## src/rtl/acq_frame_sched.sv

```systemverilog
// Acquisition scheduler: turns start/stop pulses and the acquisition mode
// into the acquisition level for stream_ctrl, ending bursts on frame edges.
module acq_frame_sched #(
    parameter int FRAME_CNT_WD = 16
) (
    input  logic                    clk_pix,
    input  logic                    reset_pix_n,
    input  logic                    i_fval,
    input  logic                    i_stream_enable,
    input  logic                    i_acq_start,
    input  logic                    i_acq_stop,
    input  logic [1:0]              iv_acq_mode,
    input  logic [FRAME_CNT_WD-1:0] iv_frame_burst,
    output logic                    o_acquisition_start,
    output logic                    o_acq_busy,
    output logic                    o_acq_done,
    output logic                    o_acq_abort,
    output logic [FRAME_CNT_WD-1:0] ov_frame_cnt
);

    typedef enum logic [2:0] {
        S_IDLE,
        S_ARM,
        S_RUN,
        S_DRAIN,
        S_DONE
    } state_t;

    localparam logic [1:0] MODE_SINGLE = 2'd1;
    localparam logic [1:0] MODE_MULTI  = 2'd2;

    state_t                  r_state;
    state_t                  w_nxt;
    logic                    r_fval_d;
    logic [1:0]              r_mode;
    logic [FRAME_CNT_WD-1:0] r_burst;
    logic [FRAME_CNT_WD-1:0] r_frame_cnt;
    logic                    r_acq_start;
    logic                    r_busy;
    logic                    r_done;
    logic                    r_abort;

    logic                    w_rise;
    logic                    w_fall;
    logic                    w_accept;
    logic                    w_abort;
    logic                    w_cnt_inc;
    logic                    w_burst_hit;
    logic [FRAME_CNT_WD:0]   w_cnt_p1;

    assign w_rise      = i_fval & ~r_fval_d;
    assign w_fall      = ~i_fval & r_fval_d;
    assign w_cnt_p1    = {1'b0, r_frame_cnt} + {{FRAME_CNT_WD{1'b0}}, 1'b1};
    assign w_burst_hit = (r_mode == MODE_MULTI) && (w_cnt_p1 == {1'b0, r_burst});

    always_comb begin
        w_nxt     = r_state;
        w_accept  = 1'b0;
        w_abort   = 1'b0;
        w_cnt_inc = 1'b0;
        if (r_state != S_IDLE && !i_stream_enable) begin
            w_nxt   = S_IDLE;
            w_abort = 1'b1;
        end else begin
            case (r_state)
                S_IDLE: begin
                    if (i_acq_start && i_stream_enable && !i_acq_stop) begin
                        w_accept = 1'b1;
                        w_nxt    = S_ARM;
                    end
                end
                S_ARM: begin
                    if (i_acq_stop)
                        w_nxt = S_IDLE;
                    else if (w_rise)
                        w_nxt = S_RUN;
                end
                S_RUN: begin
                    if (w_fall) begin
                        w_cnt_inc = 1'b1;
                        if (i_acq_stop || r_mode == MODE_SINGLE || w_burst_hit)
                            w_nxt = S_DONE;
                    end else if (i_acq_stop) begin
                        w_nxt = i_fval ? S_DRAIN : S_DONE;
                    end
                end
                S_DRAIN: begin
                    if (w_fall) begin
                        w_cnt_inc = 1'b1;
                        w_nxt     = S_DONE;
                    end
                end
                S_DONE:  w_nxt = S_IDLE;
                default: w_nxt = S_IDLE;
            endcase
        end
    end

    always_ff @(posedge clk_pix or negedge reset_pix_n) begin
        if (!reset_pix_n) begin
            r_state     <= S_IDLE;
            r_fval_d    <= 1'b0;
            r_mode      <= 2'd0;
            r_burst     <= '0;
            r_frame_cnt <= '0;
            r_acq_start <= 1'b0;
            r_busy      <= 1'b0;
            r_done      <= 1'b0;
            r_abort     <= 1'b0;
        end else begin
            r_state     <= w_nxt;
            r_fval_d    <= i_fval;
            // Outputs are decoded from the next state so they align with it
            r_acq_start <= (w_nxt == S_ARM) || (w_nxt == S_RUN);
            r_busy      <= (w_nxt != S_IDLE);
            r_done      <= (w_nxt == S_DONE);
            r_abort     <= w_abort;
            if (w_accept) begin
                r_mode      <= iv_acq_mode;
                r_frame_cnt <= '0;
                if (iv_acq_mode == MODE_MULTI && iv_frame_burst == '0)
                    r_burst <= {{(FRAME_CNT_WD-1){1'b0}}, 1'b1};
                else
                    r_burst <= iv_frame_burst;
            end else if (w_cnt_inc && !(&r_frame_cnt)) begin
                r_frame_cnt <= w_cnt_p1[FRAME_CNT_WD-1:0];
            end
        end
    end

    assign o_acquisition_start = r_acq_start;
    assign o_acq_busy          = r_busy;
    assign o_acq_done          = r_done;
    assign o_acq_abort         = r_abort;
    assign ov_frame_cnt        = r_frame_cnt;

endmodule

```

## config.mk

```make
export PLATFORM = sky130hd
export DESIGN_NAME = acq_frame_sched
export DESIGN_NICKNAME = d
export VERILOG_FILES = /design/src/rtl/acq_frame_sched.sv
export SDC_FILE = /design/constraint.sdc
export NUM_CORES = 1
export LEC_CHECK = 0
export ABC_CLOCK_PERIOD_IN_PS = 2800
export BUFFER_PORTS_ARGS = -buffer_cell sky130_fd_sc_hd__clkbuf_2
export CELL_PAD_IN_SITES_DETAIL_PLACEMENT = 0
export CELL_PAD_IN_SITES_GLOBAL_PLACEMENT = 2
export CORE_ASPECT_RATIO = 0.6
export CORE_MARGIN = 4
export CORE_UTILIZATION = 36
export CTS_BUF_LIST = sky130_fd_sc_hd__clkbuf_4
export CTS_CLUSTER_SIZE = 12
export DETAILED_ROUTE_END_ITERATION = 6
export GPL_TIMING_DRIVEN = 0
export HOLD_SLACK_MARGIN = 0.05
export PLACE_DENSITY = 0.93
export SETUP_SLACK_MARGIN = 0.2
export SLEW_MARGIN = 20
export SYNTH_ARGS = -nofsm -noshare
export SYNTH_HDL_FRONTEND = slang
export SYNTH_SLANG_ARGS = --single-unit
```

## constraint.sdc

```tcl
create_clock -name clk_pix -period 2.8 [get_ports clk_pix]
set_input_delay 0.28 -clock clk_pix [delete_from_list [all_inputs] [get_ports clk_pix]]
set_output_delay 0.28 -clock clk_pix [all_outputs]
set_load 0.03 [all_outputs]
```

# Word-level counts from Yosys, hierarchy flattened
# Cells that the tools add are included.
# W data, S select, Z words.
word_totals:
  regBits: 42
  inputBits: 24
  elab_cells: 63
  out_inout_bits: 20
op_classes:
  n_bitwise: 4
  eq_ne: 10
  n_mux: 20
  reduce_logical: 19
  n_addsub: 1
ops:
  columns: ["cell", "n"]
  rows:
  - ["$mux W16", 3]
  - ["$mux W3", 9]
  - ["$add A16 B1 Y17 const B", 1]
  - ["$eq A17 B16 Y1", 1]
  - ["$logic_not A16 Y1", 1]
  - ["$reduce_and A16 Y1", 1]
  - ["$pmux W3 S4", 1]
  - ["$eq A3 B2 Y1 const B", 3]
  - ["$mux W1", 7]
  - ["$eq A3 B1 Y1 const B", 2]
  - ["$logic_and A1 B1 Y1", 6]
  - ["$reduce_bool A3 Y1", 2]
  - ["$eq A2 B2 Y1 const B", 2]
  - ["$eq A3 B3 Y1 const B", 1]
  - ["$logic_not A1 Y1", 3]
  - ["$logic_not A3 Y1", 1]
  - ["$logic_or A1 B1 Y1", 3]
  - ["$and A1 B1 Y1", 2]
  - ["$eq A2 B1 Y1 const B", 1]
  - ["$not A1 Y1", 2]
  - ["$reduce_bool A2 Y1", 1]
  - ["$reduce_or A2 Y1", 1]

# Logic depth before layout (Yosys ltp)
logic_depth:
  ltp_word: 10
  depth_mapped: 11
  mapped_depth_nobuf: 9

# Worst setup path after synthesis
# Ideal clock, no wire load.
synth_path:
  path_type: "reg-to-reg"
  from: "register r_frame_cnt[0] (netlist: ov_frame_cnt[0])"
  to: "register r_busy (netlist: o_acq_busy)"
  path_stages_with_launch: 11
  t_required_ns: 2.671
  synth_period_minus_slack_ns: 2.812
  setup_ns: 0.129
  path_buffers: 1
  path_slack_ns: -0.012
  arrival_time_ns: 2.683
  cell_sequence: "dfrtp_1 > ha_1 > buf_2 > nand4_2 > nor2_1 > nand4_1 > a21o_1 > nor3_2 > nand4bb_1 > a41o_1 > o41a_1"
synth_via:
  elab_chain_len: 9
synth_lines:
  columns: ["element", "line_no", "text"]
  rows:
  - ["start, declared", "37", "logic [FRAME_CNT_WD-1:0] r_frame_cnt;"]
  - ["start signal, assigned", "126", "r_frame_cnt <= w_cnt_p1[FRAME_CNT_WD-1:0];"]
  - ["$add A16 B1 Y17", "53", "assign w_cnt_p1 = {1'b0, r_frame_cnt} + {{FRAME_CNT_WD{1'b0}}, 1'b1};"]
  - ["$eq A17 B16 Y1", "54", "assign w_burst_hit = (r_mode == MODE_MULTI) && (w_cnt_p1 == {1'b0, r_burst});"]
  - ["$logic_and A1 B1 Y1", "54", null]
  - ["$logic_or A1 B1 Y1", "81", "if (i_acq_stop || r_mode == MODE_SINGLE || w_burst_hit)"]
  - ["$mux W3", "81", null]
  - ["$mux W3", "79", "if (w_fall) begin"]
  - ["$pmux W3 S4", "65", "case (r_state)"]
  - ["$mux W3", "61", "if (r_state != S_IDLE && !i_stream_enable) begin"]
  - ["$reduce_bool A3 Y1", "115", "r_busy <= (w_nxt != S_IDLE);"]
  - ["end signal, assigned", "115", null]
  - ["end, declared", "39", "logic r_busy;"]
# Every way passes these cells.
# A chain may end at the register's enable or synchronous reset.

# Final worst setup path
# Same ends and word-level chain as after synthesis.

==> metrics.md <==
| Metric | Value |
|---|---|
| Root Buffer | `clkbuf_4` |
| Initial core utilization | `38.53%` |
| Maximum clock rate | `slightly below 0.4 GHz` |
| Min setup slack post-route | `approximately 0.27 ns` |
| Commonest register cell after synthesis | `dfrtp_1` |
| Post-synth EDFFs | `0` |
| Switch Pwr | `roughly 0.70 mW` |
| CP bufs+invs | `2` |
| Switching Fraction | `between 30 and 40%` |
| Io pins | `between 40 and 50` |
| Drt first pass iters | `4` |
| Clock share of power | `17.5%` |
| Count leader, synth | `dfrtp_1` |
| Setup-failing EPs final | `0` |
| Power after layout | `~1.9 mW` |
| LEAKAGE | `approximately 1.3 nW` |
| Routability congestion estimate | `~0.85` |
| Clock-pin transition on the worst setup and hold timing paths | `0.15 ns` |
| Max-Cap Viols | `0` |
| Asr flop ratio synth | `100.0%` |
| Max stage delay on crit path | `around 0.42 ns` |
| Worst hold path type | `primary input to asynchronous set/reset pin` |
| CP endpoint kind | `flop` |
| Final WL | `approximately 7000 um` |
| Top cells by area, synth | `dfrtp_1, mux2_2, o21ai_0, xnor2_1, nor2_1` |
| Number of hold buffers added after CTS | `0` |
| Area grow syn2layout | `24.67%` |
| CP cell instances | `buf_4, nand3_4, or3_1, buf_2, o311a_1, nor2_2, nand4bb_1, a41o_1, o41a_1` |
| Drc violations | `0` |
| Comb power frac | `roughly 33%` |
| Syn avg cell area | `9.760 um2` |
| Clock skew | `between 0.02 and 0.025 ns` |
| FP Rows | `22` |
| Synth cell types | `51` |
| Slew @ Worst Pin | `between 0.9 and 1 ns` |
| Cell area after layout | `roughly 0.0031 mm2` |
| Initial drt markers | `around 130` |
| Clock latency on the worst-skew pair | `between 0.3 and 0.4 ns` |
| Final worst path period need | `approximately 2.5 ns` |
| Maximum vdd drop | `0.2519 mV` |
| CP Max Fanout | `6` |
| Core Area | `0.006359 mm2` |
| Internal | `around 1.2 mW` |
| GRT overflow | `0` |
| Post-Syn Area | `between 0.002 and 0.0025 mm2` |
| H-tree Lvls | `2` |
| Placed cell area | `0.002788 mm2` |
| Vias in the first global route | `around 2100` |
| Sequential fraction of the synthesis area | `42.90%` |
| Slowest stage cell on the critical path | `dfrtp_2` |
| Die height | `71.90 um` |
| WS Path Type | `flop to flop` |
| Period utilisation layout | `90.50%` |
| Routed Antenna Nets | `0` |
| # diodes | `0` |
| Max Slew Vio Count | `0` |
| Nets | `338` |
| Gr usage total | `between 15 and 20%` |
| Drt wl/cell | `around 17 um` |
| DP Wirelength | `roughly 5200 um` |
| Top post-synthesis cells by count | `dfrtp_1, o21ai_0, nor2_1` |
| Ys Warns | `0` |
| Slew headroom | `between 30% and 40%` |
| Clk buf depth | `2` |
| CP arrival | `2.79 ns` |
| DP Worst Slack | `-0.002869 ns` |
| Die W | `between 100 and 150 um` |
| Die ar. | `~0.0082 mm2` |
| Vias/cell | `5.497` |
| CP Launch Type | `flop` |
| Syn Nets | `between 200 and 300` |
| Total CTS buffers | `5` |
| Share of cells above drive strength 1 | `35.99%` |
| Pwr dens | `about 610 mW/mm2` |
| Delay-heaviest family, CP | `compound AO/OA/AOI/OAI gates` |
| Yosys top cell area share | `42.90%` |
| Via count | `2188` |
| Largest net degree at the start of global routing | `between 40 and 50` |
| Flops & latches, synth | `42` |
| Sequential Power Share | `about half` |
| Outcome | `complete, no violations` |
| Clk sink count | `42` |
| Initial antenna violation count | `0` |
| CP required | `a little over 3 ns` |
| First-pass GRT wire length | `~11000 um` |
| RSZ-0062 raised after global routing | `no` |
| Mapped Cells | `around 250` |
| IO Port Bufs | `43` |
| Yosys top cell by area | `dfrtp_1` |
| CTS tree | `built` |
| Fin. Hold Viols | `0` |
## registers in the layout (all words and copies together), names as in the netlist
| signal | cells |
|---|---|
| o_acq_abort | 1 |
| o_acq_busy | 1 |
| o_acq_done | 1 |
| o_acquisition_start | 1 |
| ov_frame_cnt | 16 |
| r_burst | 16 |
| r_fval_d | 1 |
| r_mode | 2 |
| r_state | 3 |
## cell usage in the layout (no fill, tap or decap), types with 2 or more instances in the layout
cell type and n:
buf_6 4, inv_1 5, xor2_1 8, o41ai_1 5, nor3_1 3, clkbuf_4 6
buf_2 2, nor4_1 7, o31ai_1 4, dfrtp_2 11, mux2_2 16, nand4_1 5
mux2i_1 4, nand2_1 18, nand3_4 2, clkbuf_2 45, xnor2_1 13, o21ai_0 23
and3_1 4, and2_1 3, nor2_1 18, a21oi_1 13, nand2b_1 2, o21a_1 2
dfrtp_1 31, buf_4 11, clkbuf_1 4, nor2_2 2, nand3_1 9, nand4_4 2
nor4_4 3
## routing by layer
layer	GRT usage (%)	share of wire (%)	vias up
met1	27.95	52	1039
met3	4.167	7.9	10
met2	23.34	39	89
met5	0	0	-
li1	-	-	1050
met4	3.426	0.69	0
## final timing paths
path / cells after the start / from / slack [ns] / endpoint
worst max-delay path: 9 / ov_frame_cnt[0] / 0.27 / o_acq_busy
worst min-delay path: 1 / reset_pix_n / 0.03 / ov_frame_cnt[6]
worst max register to register: 9 / ov_frame_cnt[0] / 0.27 / o_acq_busy
worst min register to register: 1 / r_burst[4] / 0.55 / r_burst[4]
max in group asynchronous: 1 / reset_pix_n / 2.09 / ov_frame_cnt[10]
min in group clk_pix: 1 / i_fval / 0.10 / r_fval_d
## power groups by stage
stage	sequential [mW]	clock (mW)	combinational, mW
global route	0.937	0.366	0.688
CTS	0.912	0.335	0.615
finish	0.917	0.326	0.624
global placement	0.921	0	0.570
floorplan	0.915	0	0.407
detailed placement	0.932	0	0.589
## repair_timing
action	4_1_cts	5_1_grt
pin swaps	5	5
setup buffers	9	3
resized for setup	17	10
cloned	0	0
setup endpoints to repair	12	16
## cell type report
class | count | area (um2)
plain buffers | 12 | 80.08
clock buffers | 6 | 45.04
clock inverters | 2 | 13.76
fillers | 631 | 3304
inverters | 5 | 18.77
multi-input cells | 192 | 1409
flip-flops and latches | 42 | 1065
well taps | 84 | 105.1
repair buffers | 55 | 317.8
## per-stage QoR
step | cells | util (%) | hold WS, ns | TNS (ns)
6_report | 398 | 48.03 | 0.03314 | 0
5_1_grt | 398 | 48.03 | 0.06354 | 0
2_1_floorplan | 251 | - | -0.01559 | 0
3_5_place_dp | 378 | 43.84 | 0.4894 | -0.002869
4_1_cts | 395 | 46.89 | 0.08477 | 0
3_3_place_gp | 378 | 43.84 | 0.4837 | 0
## logic make-up after synthesis
family          count (synthesis)  share of synthesized area, %
compound gates                 60                         15.63
xor+xnor                       21                         7.508
fa+ha+maj                       1                        0.5106
buf+inv                        17                         3.167
flops                          42                         42.90
mux                            21                         9.448
simple gates                   89                         20.84
No activity file was read; power rests on OpenSTA's default activity.
